### src/rtl/proj_security_ctrl_if.sv
// Sensor/actuator bundle for the security controller: sensor reports in,
// sector flags and emergency/door commands out.
interface proj_security_ctrl_if;
   logic        fire;
   logic        earth_quake;
   logic [2:0]  mds0;
   logic [2:0]  mds1;
   logic [2:0]  mds2;
   logic [2:0]  mds3;
   logic [2:0]  cam0;
   logic [2:0]  cam1;
   logic [2:0]  cam2;
   logic [2:0]  cam3;
   logic [11:0] access_code;
   logic        sec0;
   logic        sec1;
   logic        sec2;
   logic        sec3;
   logic        door;
   logic        fire_exit;
   logic        fire_dept_alert;
   logic        fire_alarm;
   logic        server_backup_signal;

   // Sensor front-end side: drives reports, consumes commands.
   modport master (
      output fire, earth_quake,
      output mds0, mds1, mds2, mds3,
      output cam0, cam1, cam2, cam3,
      output access_code,
      input  sec0, sec1, sec2, sec3,
      input  door, fire_exit, fire_dept_alert, fire_alarm, server_backup_signal
   );

   // Controller side.
   modport slave (
      input  fire, earth_quake,
      input  mds0, mds1, mds2, mds3,
      input  cam0, cam1, cam2, cam3,
      input  access_code,
      output sec0, sec1, sec2, sec3,
      output door, fire_exit, fire_dept_alert, fire_alarm, server_backup_signal
   );
endinterface

### src/rtl/proj_security_ctrl.sv
// Building security controller: sector intrusion fusion, keypad door unlock
// with hold, and fire/earthquake emergency outputs with hold timers.
module proj_security_ctrl #(
   parameter logic [11:0] ACCESS_CODE = 12'd123,
   parameter int unsigned DOOR_HOLD   = 8,
   parameter int unsigned ALARM_HOLD  = 16
) (
   input logic                 clk,
   input logic                 rst_n,
   proj_security_ctrl_if.slave io
);
   localparam int unsigned DW = $clog2(DOOR_HOLD + 1);
   localparam int unsigned AW = $clog2(ALARM_HOLD + 1);

   localparam logic [DW-1:0] DOOR_RELOAD  = DW'(DOOR_HOLD);
   localparam logic [AW-1:0] ALARM_RELOAD = AW'(ALARM_HOLD);
   // Entering HOLD already consumes the first hold cycle.
   localparam logic [AW-1:0] HOLD_ENTRY   = AW'(ALARM_HOLD - 1);

   typedef enum logic [1:0] {
      EM_IDLE,
      EM_ACTIVE,
      EM_HOLD
   } em_state_t;

   em_state_t     em_state_q, em_state_d;
   logic [AW-1:0] em_cnt_q, em_cnt_d;
   logic [AW-1:0] fire_cnt_q, fire_cnt_d;
   logic [DW-1:0] door_cnt_q, door_cnt_d;

   logic [3:0] sec_q, sec_d;
   logic       door_q, door_d;
   logic       em_on_q, em_on_d;
   logic       fire_alert_q, fire_alert_d;

   logic [2:0] rpt [8];
   logic       emergency;
   logic       code_match;
   logic       code_door;

   assign rpt[0] = io.cam0;
   assign rpt[1] = io.cam1;
   assign rpt[2] = io.cam2;
   assign rpt[3] = io.cam3;
   assign rpt[4] = io.mds0;
   assign rpt[5] = io.mds1;
   assign rpt[6] = io.mds2;
   assign rpt[7] = io.mds3;

   assign emergency  = io.fire || io.earth_quake;
   assign code_match = (io.access_code == ACCESS_CODE);

   // The report's id field picks the sector, not the source it came from.
   always_comb begin
      // NOTE: every combinational output gets a default first so no path
      // through the block leaves it unassigned and infers a latch.
      sec_d = '0;
      for (int i = 0; i < 8; i++) begin
         if (rpt[i][2]) sec_d[rpt[i][1:0]] = 1'b1;
      end
   end

   always_comb begin
      door_cnt_d = door_cnt_q;
      if (code_match) begin
         door_cnt_d = DOOR_RELOAD;
      end else if (door_cnt_q != '0) begin
         door_cnt_d = door_cnt_q - DW'(1);
      end
      code_door = code_match || (door_cnt_q != '0);
   end

   always_comb begin
      em_state_d = em_state_q;
      em_cnt_d   = em_cnt_q;
      em_on_d    = 1'b0;
      unique case (em_state_q)
         EM_IDLE: begin
            if (emergency) begin
               em_state_d = EM_ACTIVE;
               em_on_d    = 1'b1;
            end
         end
         EM_ACTIVE: begin
            em_on_d = 1'b1;
            if (!emergency) begin
               em_state_d = EM_HOLD;
               em_cnt_d   = HOLD_ENTRY;
            end
         end
         EM_HOLD: begin
            em_on_d = 1'b1;
            if (emergency) begin
               em_state_d = EM_ACTIVE;
            end else if (em_cnt_q == '0) begin
               em_state_d = EM_IDLE;
               em_on_d    = 1'b0;
            end else begin
               em_cnt_d = em_cnt_q - AW'(1);
            end
         end
         default: begin
            em_state_d = EM_IDLE;
         end
      endcase
   end

   // Fire-department alert tracks fire alone, so it keeps a separate timer.
   always_comb begin
      fire_cnt_d = fire_cnt_q;
      if (io.fire) begin
         fire_cnt_d = ALARM_RELOAD;
      end else if (fire_cnt_q != '0) begin
         fire_cnt_d = fire_cnt_q - AW'(1);
      end
      fire_alert_d = io.fire || (fire_cnt_q != '0);
   end

   assign door_d = code_door || em_on_d;

   // NOTE: sequential state uses non-blocking assignments so every register
   // samples pre-edge values regardless of block ordering.
   always_ff @(posedge clk or negedge rst_n) begin
      if (!rst_n) begin
         em_state_q   <= EM_IDLE;
         em_cnt_q     <= '0;
         fire_cnt_q   <= '0;
         door_cnt_q   <= '0;
         sec_q        <= '0;
         door_q       <= 1'b0;
         em_on_q      <= 1'b0;
         fire_alert_q <= 1'b0;
      end else begin
         em_state_q   <= em_state_d;
         em_cnt_q     <= em_cnt_d;
         fire_cnt_q   <= fire_cnt_d;
         door_cnt_q   <= door_cnt_d;
         sec_q        <= sec_d;
         door_q       <= door_d;
         em_on_q      <= em_on_d;
         fire_alert_q <= fire_alert_d;
      end
   end

   assign io.sec0                 = sec_q[0];
   assign io.sec1                 = sec_q[1];
   assign io.sec2                 = sec_q[2];
   assign io.sec3                 = sec_q[3];
   assign io.door                 = door_q;
   assign io.fire_exit            = em_on_q;
   assign io.fire_alarm           = em_on_q;
   assign io.server_backup_signal = em_on_q;
   assign io.fire_dept_alert      = fire_alert_q;
endmodule

### src/flat_wrapper.sv
// flat-port wrapper written by rule: the top's interface ports become plain ports
module proj_security_ctrl_flat 
#(
   parameter logic [11:0] ACCESS_CODE = 12'd123,
   parameter int unsigned DOOR_HOLD   = 8,
   parameter int unsigned ALARM_HOLD  = 16
)
  (clk, rst_n, io_fire, io_earth_quake, io_mds0, io_mds1, io_mds2, io_mds3, io_cam0, io_cam1, io_cam2, io_cam3, io_access_code, io_sec0, io_sec1, io_sec2, io_sec3, io_door, io_fire_exit, io_fire_dept_alert, io_fire_alarm, io_server_backup_signal);
  proj_security_ctrl_if io_i ();
  input logic clk;
  input logic rst_n;
  input wire logic [$bits(io_i.fire)-1:0] io_fire;
  input wire logic [$bits(io_i.earth_quake)-1:0] io_earth_quake;
  input wire logic [$bits(io_i.mds0)-1:0] io_mds0;
  input wire logic [$bits(io_i.mds1)-1:0] io_mds1;
  input wire logic [$bits(io_i.mds2)-1:0] io_mds2;
  input wire logic [$bits(io_i.mds3)-1:0] io_mds3;
  input wire logic [$bits(io_i.cam0)-1:0] io_cam0;
  input wire logic [$bits(io_i.cam1)-1:0] io_cam1;
  input wire logic [$bits(io_i.cam2)-1:0] io_cam2;
  input wire logic [$bits(io_i.cam3)-1:0] io_cam3;
  input wire logic [$bits(io_i.access_code)-1:0] io_access_code;
  output wire logic [$bits(io_i.sec0)-1:0] io_sec0;
  output wire logic [$bits(io_i.sec1)-1:0] io_sec1;
  output wire logic [$bits(io_i.sec2)-1:0] io_sec2;
  output wire logic [$bits(io_i.sec3)-1:0] io_sec3;
  output wire logic [$bits(io_i.door)-1:0] io_door;
  output wire logic [$bits(io_i.fire_exit)-1:0] io_fire_exit;
  output wire logic [$bits(io_i.fire_dept_alert)-1:0] io_fire_dept_alert;
  output wire logic [$bits(io_i.fire_alarm)-1:0] io_fire_alarm;
  output wire logic [$bits(io_i.server_backup_signal)-1:0] io_server_backup_signal;
  assign io_i.fire = io_fire;
  assign io_i.earth_quake = io_earth_quake;
  assign io_i.mds0 = io_mds0;
  assign io_i.mds1 = io_mds1;
  assign io_i.mds2 = io_mds2;
  assign io_i.mds3 = io_mds3;
  assign io_i.cam0 = io_cam0;
  assign io_i.cam1 = io_cam1;
  assign io_i.cam2 = io_cam2;
  assign io_i.cam3 = io_cam3;
  assign io_i.access_code = io_access_code;
  assign io_sec0 = io_i.sec0;
  assign io_sec1 = io_i.sec1;
  assign io_sec2 = io_i.sec2;
  assign io_sec3 = io_i.sec3;
  assign io_door = io_i.door;
  assign io_fire_exit = io_i.fire_exit;
  assign io_fire_dept_alert = io_i.fire_dept_alert;
  assign io_fire_alarm = io_i.fire_alarm;
  assign io_server_backup_signal = io_i.server_backup_signal;
  proj_security_ctrl #(.ACCESS_CODE(ACCESS_CODE), .DOOR_HOLD(DOOR_HOLD), .ALARM_HOLD(ALARM_HOLD)) u_core (.clk(clk), .rst_n(rst_n), .io(io_i));
endmodule
### config.mk
export PLATFORM = sky130hd
export DESIGN_NAME = proj_security_ctrl_flat
export DESIGN_NICKNAME = d
export VERILOG_FILES = /design/src/rtl/proj_security_ctrl_if.sv /design/src/rtl/proj_security_ctrl.sv /design/src/flat_wrapper.sv
export SDC_FILE = /design/constraint.sdc
export NUM_CORES = 1
export LEC_CHECK = 0
export CORE_ASPECT_RATIO = 0.7
export CORE_MARGIN = 2
export CORE_UTILIZATION = 50
export CTS_BUF_LIST = sky130_fd_sc_hd__clkbuf_2 sky130_fd_sc_hd__clkbuf_4 sky130_fd_sc_hd__clkbuf_8
export CTS_CLUSTER_SIZE = 16
export DETAILED_ROUTE_END_ITERATION = 10
export PLACE_DENSITY_LB_ADDON = 0.3
export SETUP_SLACK_MARGIN = 0.15
export SYNTH_ARGS = -nofsm -noshare
export SYNTH_HDL_FRONTEND = slang
export SYNTH_SLANG_ARGS = --single-unit
export TNS_END_PERCENT = 5
### constraint.sdc
create_clock -name clk -period 3 [get_ports clk]
set_input_delay 0.6 -clock clk [delete_from_list [all_inputs] [get_ports clk]]
set_output_delay 0.6 -clock clk [all_outputs]
set_load 0.02 [all_outputs]
==> results.toml, run 1 <==
[run_status]
status = "complete, no violations"

[die]
start_util = 0.516
row_count = 16
die-area_um2 = 3300
die_y_um = 48.7
io_pins = 49
core_area_um2 = 2760
fp.dieW_um = 67.8

[yosys]
yosys-top-cells-area = "dfrtp_1, nand3b_1, ha_1"
async_flop_share = 1.00
synthTopCellsByCount = "dfrtp_1, nor2_1, nand2_1"
syn_inst = 156
synth_most_common_cell = "dfrtp_1"
synth_nets = 201
netlist_area_um2 = 1430
synth_top_flop_cell = "dfrtp_1"
yosys.area.top_type = "dfrtp_1"
ys_ff_latch = 23
synth_top_area_share = 0.404
yosys_warnings = 0
synth_edf_count = 0
synth_cell_types = 36
yosysSeqAreaShare = 0.404
avgSynthCellArea_um2 = 9.14

[critical_path]
start_kind = "flip-flop"
cpMaxStageDelayCell = "or4b_1"
setup.worst_path.start = "u_core.em_cnt_q[0]$_DFFE_PN0P_"
cpPeakStageDelay_ns = 0.60
end_kind = "flip-flop"
critical_path.cell_chain = "inv_1 -> ha_1 -> or4b_1 -> a21boi_1 -> o21ai_0"
cp.buffers_inverters = 1
required_ns = 3.12
cpLargestDelayFamily = "simple AND/OR/NAND/NOR gates"
r2r_start = "u_core.em_cnt_q[0]$_DFFE_PN0P_"
critical_path_class = "flip-flop to flip-flop"
crit_arrival_ns = 2.00
crit_fanout = 6

[timing]
fmax_mhz = 532
tightest_slew_ns = 0.568
setup_ws_ns = 1.12
finalClockSkew_ns = 0.00201
finalSetupViolCount = 0
fin_crit_ns = 1.88
layout_worst_path_cycle_share = 0.626
finalHoldViolCount = 0
fin_setup_tns_ns = 0
rsz0062_at_grt = "no"
finalMaxSlewViolations = 0
slew_headroom = 0.616

[detailed_routing]
wl_met1_mm = 1.59
postRouteAntennaNets = 0
wl_met2_mm = 1.71
wl_met3_um = 264
wire_per_inst_um = 15.2
top_layer = "met4"
drc_errors = 0
firstDrtPassIters = 4
drt_wl_total_mm = 3.64
drtIter0Drc = 73
vias = 1411
vias_per_cell = 5.90

[pwr]
ir_drop_uv = 373
p_leak_uw = 0.000796
p_per_area_nw_per_um2 = 575

[clocking]
cts_max_path_buffers = 2
cts_setup_buffers = 0
cts_buffers = 3
clock_latency_ns = 0.26
cts_tree = "built"
numClockSinks = 23
cts.hold.buffers_added = 0
clk_pin_slew_ns = 0.08
cts-resized-gates = 0
htreeDepth = 1
root_buffer = "clkbuf_8"

[min_path]
worstHoldStart = "u_core.em_cnt_q[4]$_DFFE_PN0P_"
hold_path_class = "flip-flop to flip-flop"

[global_routing]
antenna_found_initial = 0
overflow = 0
grt_max_degree = 24
grt_pass1_vias = 1307
grt_usage = 0.230
grt_pass1_wl_mm = 5.76

[layout]
drive_gt1_frac = 0.0443
post-route-util = 0.715
final_nets = 249
syn2layout_area_growth_pct = 38.4
insertedDiodeCount = 0

[place]
gp_congestion = 0.890
dpl_worst_slack_ns = 0.952
hpwl_mm = 2.94
portBuffers = 48

[run]
cap_violations = 0
[per-layer routing]
layer  track usage  up-vias
met3        0.0581       10
li1              -      681
met2         0.374       48
met5             0        -
met4        0.0533        0
met1         0.308      672
[cell families after synthesis]
group	count (synthesis)	synth area share
AND/OR/NAND/NOR	79	0.347
flip-flops	23	0.404
adder cells (fa/ha/maj)	5	0.0439
XOR/XNOR	1	0.00614
AO/OA/AOI/OAI	35	0.159
buffers and inverters	13	0.0403
[path summary, 6_finish.rpt]
check	end	slack (ns)	cells past startpoint
setup / recovery	u_core.io.door$_DFF_PN0_	1.12	5
min in group asynchronous	u_core.door_cnt_q[2]$_DFFE_PN0P_	0.69	2
max in group asynchronous	u_core.io.fire_dept_alert$_DFF_PN0_	2.08	2
hold / removal	u_core.em_cnt_q[4]$_DFFE_PN0P_	0.54	1
hold reg to reg	u_core.em_cnt_q[4]$_DFFE_PN0P_	0.54	1
setup reg to reg	u_core.io.door$_DFF_PN0_	1.12	5
[registers in the layout, indices dropped and copies added (netlist names)]
register                   count
u_core.door_cnt_q              4
u_core.em_state_q              2
u_core.io.fire_alarm           1
u_core.em_cnt_q                5
u_core.io.fire_dept_alert      1
u_core.io.door                 1
u_core.fire_cnt_q              5
u_core.sec_q                   4
[layout by cell type, fill, tap and decap left out, drive strengths merged, types with 4 or more instances in the layout]
| master | n |
|---|---|
| ha | 5 |
| and3 | 5 |
| nor3 | 6 |
| clkdlybuf4s50 | 48 |
| inv | 7 |
| nand3b | 9 |
| nand2b | 5 |
| o21ai | 6 |
| a31oi | 5 |
| nor2 | 13 |
| a21oi | 7 |
| a211oi | 5 |
| nor3b | 8 |
| dfrtp | 23 |
| nor4b | 4 |
| nand2 | 12 |
[layout make-up]
| class | instances | area (um^2) |
|---|---|---|
| tap | 36 | 45.0 |
| clock inverter | 1 | 5.00 |
| multi-input combinational | 120 | 793 |
| inverter | 7 | 26.3 |
| fill | 208 | 788 |
| clock buffer | 3 | 41.3 |
| timing repair buffer | 49 | 488 |
| sequential | 23 | 576 |
[where the power goes]
part | switching [uW] | total [uW] | internal, uW
sequential | 99.0 | 503 | 404
combinational | 204 | 445 | 241
clock | 94.9 | 187 | 92.5
total | 398 | 1140 | 737
[metrics by stage]
stage               std cells  hold slack [ns]  power, uW  area (um^2)
finish                    239            0.542       1140         1970
global route              239            0.571       1210         1970
CTS                       239            0.540       1130         1970
detailed placement        235            0.522        946         1930
global placement          235            0.505        911         1930
floorplan                 156            0.304        774         1430
(Power assumes the default switching activity.)
==> inputs of run 2 (changes only) <==
- CORE_UTILIZATION: 50 -> 42
- clock period: 3 -> 1.6 ns (I/O delays scaled with it)
==> run 2 against run 1 <==
Against the previous run: power up 110%; clock skew up 0.0058 ns; first-iteration DRC count up 74%; sequential cell count unchanged; critical path depth unchanged; register-to-register slack worse by 1.1 ns; utilization down 2.8 points; global-route usage about the same; hold slack worse by 0.15 ns; largest power group is now combinational logic; sequential share of layout area down 2.9 points.
==> results.toml, run 2 (synthesized netlist as in run 1, its figures left out) <==
[critical_path]
crit_cells = 5
required_ns = 1.73
end_kind = "flip-flop"
r2r_cells = 5
critical_path_class = "flip-flop to flip-flop"
r2r_end = "u_core.em_cnt_q[1]$_DFFE_PN0P_"
cpPeakStageDelay_ns = 0.53
cpMaxStageDelayCell = "or4b_4"
cp.buffers_inverters = 1
setup.worst_path.start = "u_core.em_cnt_q[0]$_DFFE_PN0P_"
endpoint = "u_core.em_cnt_q[1]$_DFFE_PN0P_"
rrSetupSlack_ns = 0.005
crit_arrival_ns = 1.72
cpLargestDelayFamily = "simple AND/OR/NAND/NOR gates"
critical_path.cell_chain = "inv_2 -> ha_4 -> or4b_4 -> a211oi_2 -> a311oi_2"
crit_fanout = 6
r2r_start = "u_core.em_cnt_q[0]$_DFFE_PN0P_"
start_kind = "flip-flop"

[detailed_routing]
drc_errors = 0
firstDrtPassIters = 4
wire_per_inst_um = 15.6
drt_wl_total_mm = 4.05
vias_per_cell = 5.70
drtIter0Drc = 127
vias = 1476
postRouteAntennaNets = 0

[pwr]
p_leak_uw = 0.000892
p_per_area_nw_per_um2 = 1090
ir_drop_uv = 697

[die]
io_pins = 49
fp.dieW_um = 73.7
core_area_um2 = 3190
start_util = 0.447
row_count = 17
die-area_um2 = 3890
die_y_um = 52.8

[global_routing]
antenna_found_initial = 0
overflow = 0
grt_pass1_vias = 1430
grt_pass1_wl_mm = 6.60
grt_usage = 0.230
grt_max_degree = 24

[timing]
layout_worst_path_cycle_share = 0.997
slew_headroom = 0.710
tightest_slew_ns = 0.429
finalSetupViolCount = 0
rsz0062_at_grt = "yes"
fin_crit_ns = 1.60
finalMaxSlewViolations = 0
finalHoldViolCount = 0
finalClockSkew_ns = 0.00785
fmax_mhz = 627
setup_ws_ns = 0.00465

[clocking]
cts_buffers = 3
cts.hold.buffers_added = 0
root_buffer = "clkbuf_8"
htreeDepth = 1
cts_setup_buffers = 0
clock_latency_ns = 0.28
numClockSinks = 23
cts_tree = "built"
cts_max_path_buffers = 2
clk_pin_slew_ns = 0.09

[layout]
layout_common_cells = "clkdlybuf4s50_1, dfrtp_1, buf_4"
fin_area_um2 = 2190
syn2layout_area_growth_pct = 53.7
final_nets = 267
reg_top3 = "u_core.em_cnt_q (5), u_core.fire_cnt_q (5)"
final_common_cell = "clkdlybuf4s50_1"
insertedDiodeCount = 0
post-route-util = 0.687
drive_gt1_frac = 0.204

[run_status]
status = "complete, no violations"

[min_path]
hold_path_class = "input pin to asynchronous set/reset pin"

[place]
dpl_cell_area_um2 = 2080
dpl_worst_slack_ns = -0.0955
gp_congestion = 0.913
hpwl_mm = 3.16
portBuffers = 48

[run]
cap_violations = 0
[run 2: cell types whose count changed in the layout (fill, tap and decap cells not counted), moves of 3 or more]
cell             change
a211oi_1             -3
a211oi_2             +3
buf_4               +18
clkdlybuf4s50_1      -3
ha_1                 -3
inv_1                -4
inv_2                +4
[run 2: worst min-delay path by stage]
stage	endpoint	slack, ns	cells after the start	startpoint
floorplan	u_core.door_cnt_q[0]$_DFFE_PN0P_	0.02	0	rst_n
global placement	u_core.door_cnt_q[3]$_DFFE_PN0P_	0.50	1	u_core.door_cnt_q[3]$_DFFE_PN0P_
detailed placement	u_core.door_cnt_q[3]$_DFFE_PN0P_	0.53	1	u_core.door_cnt_q[3]$_DFFE_PN0P_
CTS	u_core.em_cnt_q[3]$_DFFE_PN0P_	0.41	2	rst_n
global route	u_core.em_cnt_q[3]$_DFFE_PN0P_	0.42	2	rst_n
finish	u_core.em_cnt_q[3]$_DFFE_PN0P_	0.40	2	rst_n
[run 2: layer usage]
layer | global-route usage | share of wire | vias up
li1 | - | - | 721
met1 | 0.325 | 0.47 | 709
met2 | 0.347 | 0.45 | 42
met3 | 0.0635 | 0.071 | 4
met4 | 0.0576 | 0.0064 | 0
met5 | 0 | 0 | -
[run 2: worst reg2reg max path, delay by kind of cell (launching register included)]
| kind | cells | cell delay (ns) |
|---|---|---|
| buf+inv | 1 | 0.08 |
| compound gates | 2 | 0.29 |
| fa+ha+maj | 1 | 0.15 |
| flops | 1 | 0.40 |
| simple gates | 1 | 0.54 |
[run 2: area by class of cell]
cell class / count / area (um^2)
Fill cell: 247 / 998
Clock inverter: 1 / 5.00
Tap cell: 38 / 47.5
Clock buffer: 3 / 41.3
Multi-Input combinational cell: 120 / 870
Sequential cell: 23 / 576
Inverter: 7 / 26.3
Timing Repair Buffer: 67 / 627
[run 2: power breakdown]
group	leakage, uW	switching [uW]	internal (uW)
sequential	0.000262	174	757
clock	0.0000255	208	175
combinational	0.000604	475	607
[run 2: per-stage QoR]
step	cells	hold WS [ns]	total power, uW	setup TNS, ns
after global routing	259	0.423	2570	-0.184
final	259	0.395	2400	0
after CTS	259	0.410	2340	0
after floorplan	156	0.0244	1470	-0.00277
after detailed placement	255	0.526	1900	-0.612
after global placement	255	0.503	1820	-0.0553
[run 2: timing repair]
action	4_1_cts	5_1_grt
pin swaps	2	2
gates resized for setup	10	11
hold endpoints to repair	0	0
setup endpoints to repair	23	23
